**src/rtl/bit_count_pkg.sv**
```systemverilog
// rtl/bit_count_pkg.sv - shared types and defaults for the serial bit counter
package bit_count_pkg;

  typedef enum logic [1:0] {IDLE, SHIFT, DONE} bc_state_t;
  typedef enum logic {MODE_ONES, MODE_LZ} bc_mode_t;

  localparam int DEFAULT_DATA_W = 8;

endpackage

```
**src/rtl/bc_shift_reg.sv**
```systemverilog
// rtl/bc_shift_reg.sv - MSB-first shift register with zero detect for bit_count_unit
module bc_shift_reg #(
  parameter int DATA_W = 8
) (
  input  logic              clk,
  input  logic              rst,
  input  logic              load,
  input  logic              shift_en,
  input  logic [DATA_W-1:0] data_in,
  output logic              msb,
  output logic              is_zero
);

  logic [DATA_W-1:0] sr;

  always_ff @(posedge clk) begin
    if (rst) begin
      sr <= '0;
    end else if (load) begin
      sr <= data_in;
    end else if (shift_en) begin
      sr <= {sr[DATA_W-2:0], 1'b0};
    end
  end

  assign msb     = sr[DATA_W-1];
  assign is_zero = (sr == '0);

endmodule

```
**src/rtl/bit_count_unit.sv**
```systemverilog
// rtl/bit_count_unit.sv - self-sequenced ones / leading-zero counter with start/ready/done handshake
// Optional macro EARLY_EXIT_EN: finish as soon as the remaining shift contents are zero.
module bit_count_unit
  import bit_count_pkg::*;
#(
  parameter int DATA_W = DEFAULT_DATA_W,
  parameter int CNT_W  = $clog2(DATA_W + 1)
) (
  input  logic              clk,
  input  logic              rst,
  input  logic              start,
  input  logic              mode,
  input  logic [DATA_W-1:0] data_in,
  output logic              ready,
  output logic              done,
  output logic [CNT_W-1:0]  result,
  output logic              all_zero
);

`ifdef EARLY_EXIT_EN
  localparam bit EARLY_EXIT = 1'b1;
`else
  localparam bit EARLY_EXIT = 1'b0;
`endif

  localparam logic [CNT_W-1:0] FULL = CNT_W'(DATA_W);

  bc_state_t        state, state_nxt;
  bc_mode_t         mode_q;
  logic [CNT_W-1:0] count, count_nxt, bits_left;
  logic             accept, finish, sr_msb, sr_zero, early_hit;

  bc_shift_reg #(.DATA_W(DATA_W)) u_shift (
    .clk      (clk),
    .rst      (rst),
    .load     (accept),
    .shift_en (state == SHIFT),
    .data_in  (data_in),
    .msb      (sr_msb),
    .is_zero  (sr_zero)
  );

  always_ff @(posedge clk) begin
    if (rst) state <= IDLE;
    else     state <= state_nxt;
  end

  always_comb begin
    state_nxt = state;
    case (state)
      IDLE:    if (start)  state_nxt = SHIFT;
      SHIFT:   if (finish) state_nxt = DONE;
      DONE:    state_nxt = IDLE;
      default: state_nxt = IDLE;
    endcase
  end

  always_comb begin
    ready = (state == IDLE);
    done  = (state == DONE);
  end

  assign accept    = ready & start;
  assign early_hit = EARLY_EXIT & sr_zero;

  // LZ stops on the first set MSB without counting it; an early exit in LZ credits the unshifted zeros.
  always_comb begin
    count_nxt = count;
    finish    = 1'b0;
    if (state == SHIFT) begin
      if (early_hit) begin
        finish = 1'b1;
        if (mode_q == MODE_LZ) count_nxt = count + bits_left;
      end else if (mode_q == MODE_LZ && sr_msb) begin
        finish = 1'b1;
      end else begin
        count_nxt = count + ((mode_q == MODE_ONES) ? CNT_W'(sr_msb) : CNT_W'(1));
        finish    = (bits_left == CNT_W'(1));
      end
    end
  end

  // An all-zero operand is the only way to end with zero ones or with a full leading-zero count.
  always_ff @(posedge clk) begin
    if (rst) begin
      count     <= '0;
      bits_left <= '0;
      mode_q    <= MODE_ONES;
      result    <= '0;
      all_zero  <= 1'b0;
    end else begin
      if (accept) begin
        count     <= '0;
        bits_left <= FULL;
        mode_q    <= bc_mode_t'(mode);
      end else if (state == SHIFT) begin
        count     <= count_nxt;
        bits_left <= bits_left - CNT_W'(1);
      end
      if (finish) begin
        result   <= count_nxt;
        all_zero <= (mode_q == MODE_ONES) ? (count_nxt == '0) : (count_nxt == FULL);
      end
    end
  end

endmodule
```
**config.mk**
```make
export PLATFORM = sky130hd
export DESIGN_NAME = bit_count_unit
export DESIGN_NICKNAME = d
export VERILOG_FILES = /design/src/rtl/bit_count_pkg.sv /design/src/rtl/bc_shift_reg.sv /design/src/rtl/bit_count_unit.sv
export SDC_FILE = /design/constraint.sdc
export NUM_CORES = 1
export LEC_CHECK = 0
export BUFFER_PORTS_ARGS = -buffer_cell sky130_fd_sc_hd__buf_2
export CELL_PAD_IN_SITES_DETAIL_PLACEMENT = 1
export CELL_PAD_IN_SITES_GLOBAL_PLACEMENT = 2
export CORE_ASPECT_RATIO = 2
export CORE_UTILIZATION = 35
export CTS_CLUSTER_DIAMETER = 120
export CTS_CLUSTER_SIZE = 10
export DETAILED_ROUTE_END_ITERATION = 16
export PLACE_DENSITY = 0.88
export SLEW_MARGIN = 15
export SYNTH_ARGS = -nofsm -noshare
export SYNTH_HDL_FRONTEND = slang
export SYNTH_SLANG_ARGS = --single-unit
```
**constraint.sdc**
```tcl
create_clock -name clk -period 3.1 [get_ports clk]
set_input_delay 0.31 -clock clk [delete_from_list [all_inputs] [get_ports clk]]
set_output_delay 0.31 -clock clk [all_outputs]
set_load 0.02 [all_outputs]
```
==> flow_metrics.py <==
metrics = {
    "placement": {
        "io_buffers": 18,
        "gp_congestion": 0.726,
        "dpl_worst_slack_ns": 1.06,
        "dp.cells": 163,
        "place_area_um2": 1190,
        "dpl.hpwl_um": 1880,
    },
    "die": {
        "die_y_um": 80.2,
        "row_count": 28,
        "start_util_pct": 36.4,
        "core-area_um2": 2940,
        "dieArea_um2": 3290,
        "die_w_um": 41.1,
        "boundaryPins": 19,
    },
    "grt": {
        "grt_start_max_net_pins": 20,
        "grt_usage_pct": 17.4,
        "grt_util_met3_pct": 2.49,
        "use_met2_pct": 30.0,
        "grt_pass1_vias": 909,
        "antenna_found_initial": 0,
        "use_met1_pct": 18.8,
        "grt_pass1_wl_um": 3920,
        "busiest_layer": "met2",
        "grt_remaining_overflow": 0,
    },
    "critical_path": {
        "crit_start": "mode_q$_SDFFE_PP0P_",
        "r2r-end": "all_zero$_SDFFE_PP0P_",
        "critical_path_class": "flip-flop to flip-flop",
        "cp_top_family": "simple AND/OR/NAND/NOR gates",
        "rrSetupSlack_ns": 1.05,
        "slowest_delay_ns": 0.38,
        "path_max_fanout": 5,
        "worst-path-buf-inv": 0,
        "crit_chain": "or2_2 -> ha_1 -> ha_1 -> nor4b_2 -> a211oi_1 -> o41ai_2",
        "startpoint_type": "flip-flop",
        "cp_slowest_cell": "dfxtp_1",
        "reg2reg_depth": 6,
        "r2r-start": "mode_q$_SDFFE_PP0P_",
        "path_common_cell": "ha_1",
        "cp_num_cells": 6,
        "end_kind": "flip-flop",
        "worstPathRequired_ns": 3.28,
        "arrival_ns": 2.23,
        "cp-endpoint": "all_zero$_SDFFE_PP0P_",
    },
    "drt": {
        "drtPass1Iterations": 3,
        "drt-vias-per-instance": 5.35,
        "routedWlPerCell_um": 14.4,
        "drc": 0,
        "drtAntennaViolNets": 0,
        "drt_wl_total_um": 2400,
        "vias": 893,
        "drtIter0Drc": 10,
    },
    "sta": {
        "maxSlewViolCount": 0,
        "postLayoutSetupSlackWorst_ns": 1.05,
        "finalHoldViolCount": 0,
        "maxSlewHeadroom_pct": 68.1,
        "period_share_pct": 66.1,
        "holdWs_ns": 0.270,
        "tightest_slew_ns": 0.477,
        "setup_viol_count_final": 0,
        "finClkSkew_ns": 0.00747,
        "rsz0062_at_grt": "false",
        "period_needed_ns": 2.05,
        "fmax_mhz": 488,
        "setup-tns-final_ns": 0,
    },
    "synth": {
        "synth_top_cell_area_share_pct": 44.9,
        "ys_ff_latch": 24,
        "synth_warnings": 0,
        "yosys.area.top_type": "dfxtp_1",
        "ys_types": 31,
        "ys_top_cells_by_area": "dfxtp_1 45%, a21oi_1 6.5%, nor2_1 5.3%, a22oi_1 4.9%, nand2_1 4.9%",
        "syn_area_um2": 1070,
        "syn_nets": 134,
        "syn_area_per_cell_um2": 9.07,
        "syn_inst": 118,
        "seq_area_frac_synth_pct": 44.9,
    },
    "cts": {
        "cts_tree": "built",
        "hold_buffers": 0,
        "cts.repair.resized": 0,
        "clk_pin_slew_ns": 0.08,
        "cts_buffer_depth": 2,
        "cts_root_buf": "clkbuf_8",
        "clk_latency_ns": 0.28,
        "numCtsBuffers": 3,
        "clock-sinks": 24,
        "post_cts_buffers": 0,
        "htreeDepth": 1,
    },
    "pwr": {
        "irDropWorstVdd_v": 0.000302,
        "report.power.total_mw": 0.714,
        "p_leak_nw": 0.501,
        "power_density_nw_per_um2": 567,
    },
    "layout": {
        "final_nets": 154,
        "drive_gt1_share_pct": 21.9,
        "area_growth_pct": 17.8,
        "diodes": 0,
        "final_cell_mix": "24 x dfxtp_1, 18 x buf_2, 15 x nor2_1, 14 x nand2_1, 14 x a21oi_1",
        "mostFrequentLayoutCell": "dfxtp_1",
        "fin_area_um2": 1260,
        "final_util_pct": 42.8,
        "fin_cells": 167,
    },
    "min_path": {
        "hp-class": "primary input to flip-flop",
        "hold_path_startpoint": "data_in[0]",
    },
    "outcome": {
        "status": "complete, no violations",
    },
    "job": {
        "max_cap_violations": 0,
    },
}
## worst register-to-register path, cell delays in order, from the launching register on
cell	delay (ns)
dfxtp_1	0.38
or2_2	0.30
ha_1	0.23
ha_1	0.35
nor4b_2	0.29
a211oi_1	0.09
o41ai_2	0.32
## sequential cells by signal (all words and copies together) (netlist names)
signal / flops
u_shift.sr: 8
bits_left: 4
count: 4
result: 4
state: 2
all_zero: 1
mode_q: 1
## cells by family (layout without fill, tap and decap cells)
logic type      Yosys count  in the layout  share of synthesized area, %
fa+ha+maj                 4              4                          4.68
buf+inv                   6             25                          2.22
xor+xnor                  7              7                          5.73
simple gates             45             45                          21.3
compound gates           30             30                          19.3
mux                       2              2                          1.87
flops                    24             24                          44.9
## cell type report
cell class	count	area, µm²
repair buffers	19	97.6
clock inverters	1	30.0
clock buffers	3	41.3
flip-flops and latches	24	480
fillers	352	1680
multi-input cells	88	566
well taps	30	37.5
inverters	2	7.51
## routing by layer
metal  vias up  part of all wire [%]
met5         -                     0
met4         0                   2.5
met3         5                   1.9
met2        16                    57
li1        451                     -
met1       421                    39
## synthesized netlist by cell type
cell and instances:
a211oi_1 5, a21oi_1 14, a21oi_2 1, a21oi_4 1
a22oi_1 7, and2_1 1, and2b_1 1, and3_1 1
buf_2 1, clkbuf_1 3, dfxtp_1 24, ha_1 4
inv_1 2, mux2i_1 2, nand2_1 14, nand2b_1 1
nand2b_4 1, nand3_1 2, nand4_1 1, nor2_1 15
nor2b_1 2, nor3_1 1, nor4_1 1, nor4b_2 1
o21ai_0 1, o41ai_2 1, or2_2 1, or3b_1 1
or3b_2 1, xnor2_1 4, xor2_1 3
## power by group
part           total, mW  internal, mW  switching (mW)
registers          0.340         0.326          0.0140
clock network      0.278         0.173           0.105
logic             0.0958        0.0398          0.0561
total              0.714         0.539           0.175
## how the worst min path moves through the flow
stage / depth (start not counted) / end
after floorplan: 2 / u_shift.sr[1]$_SDFFE_PP0P_
after global placement: 2 / u_shift.sr[5]$_SDFFE_PP0P_
after detailed placement: 2 / u_shift.sr[1]$_SDFFE_PP0P_
after CTS: 3 / mode_q$_SDFFE_PP0P_
after global routing: 3 / mode_q$_SDFFE_PP0P_
final: 3 / u_shift.sr[0]$_SDFFE_PP0P_
Power figures use the tool's default switching activity.
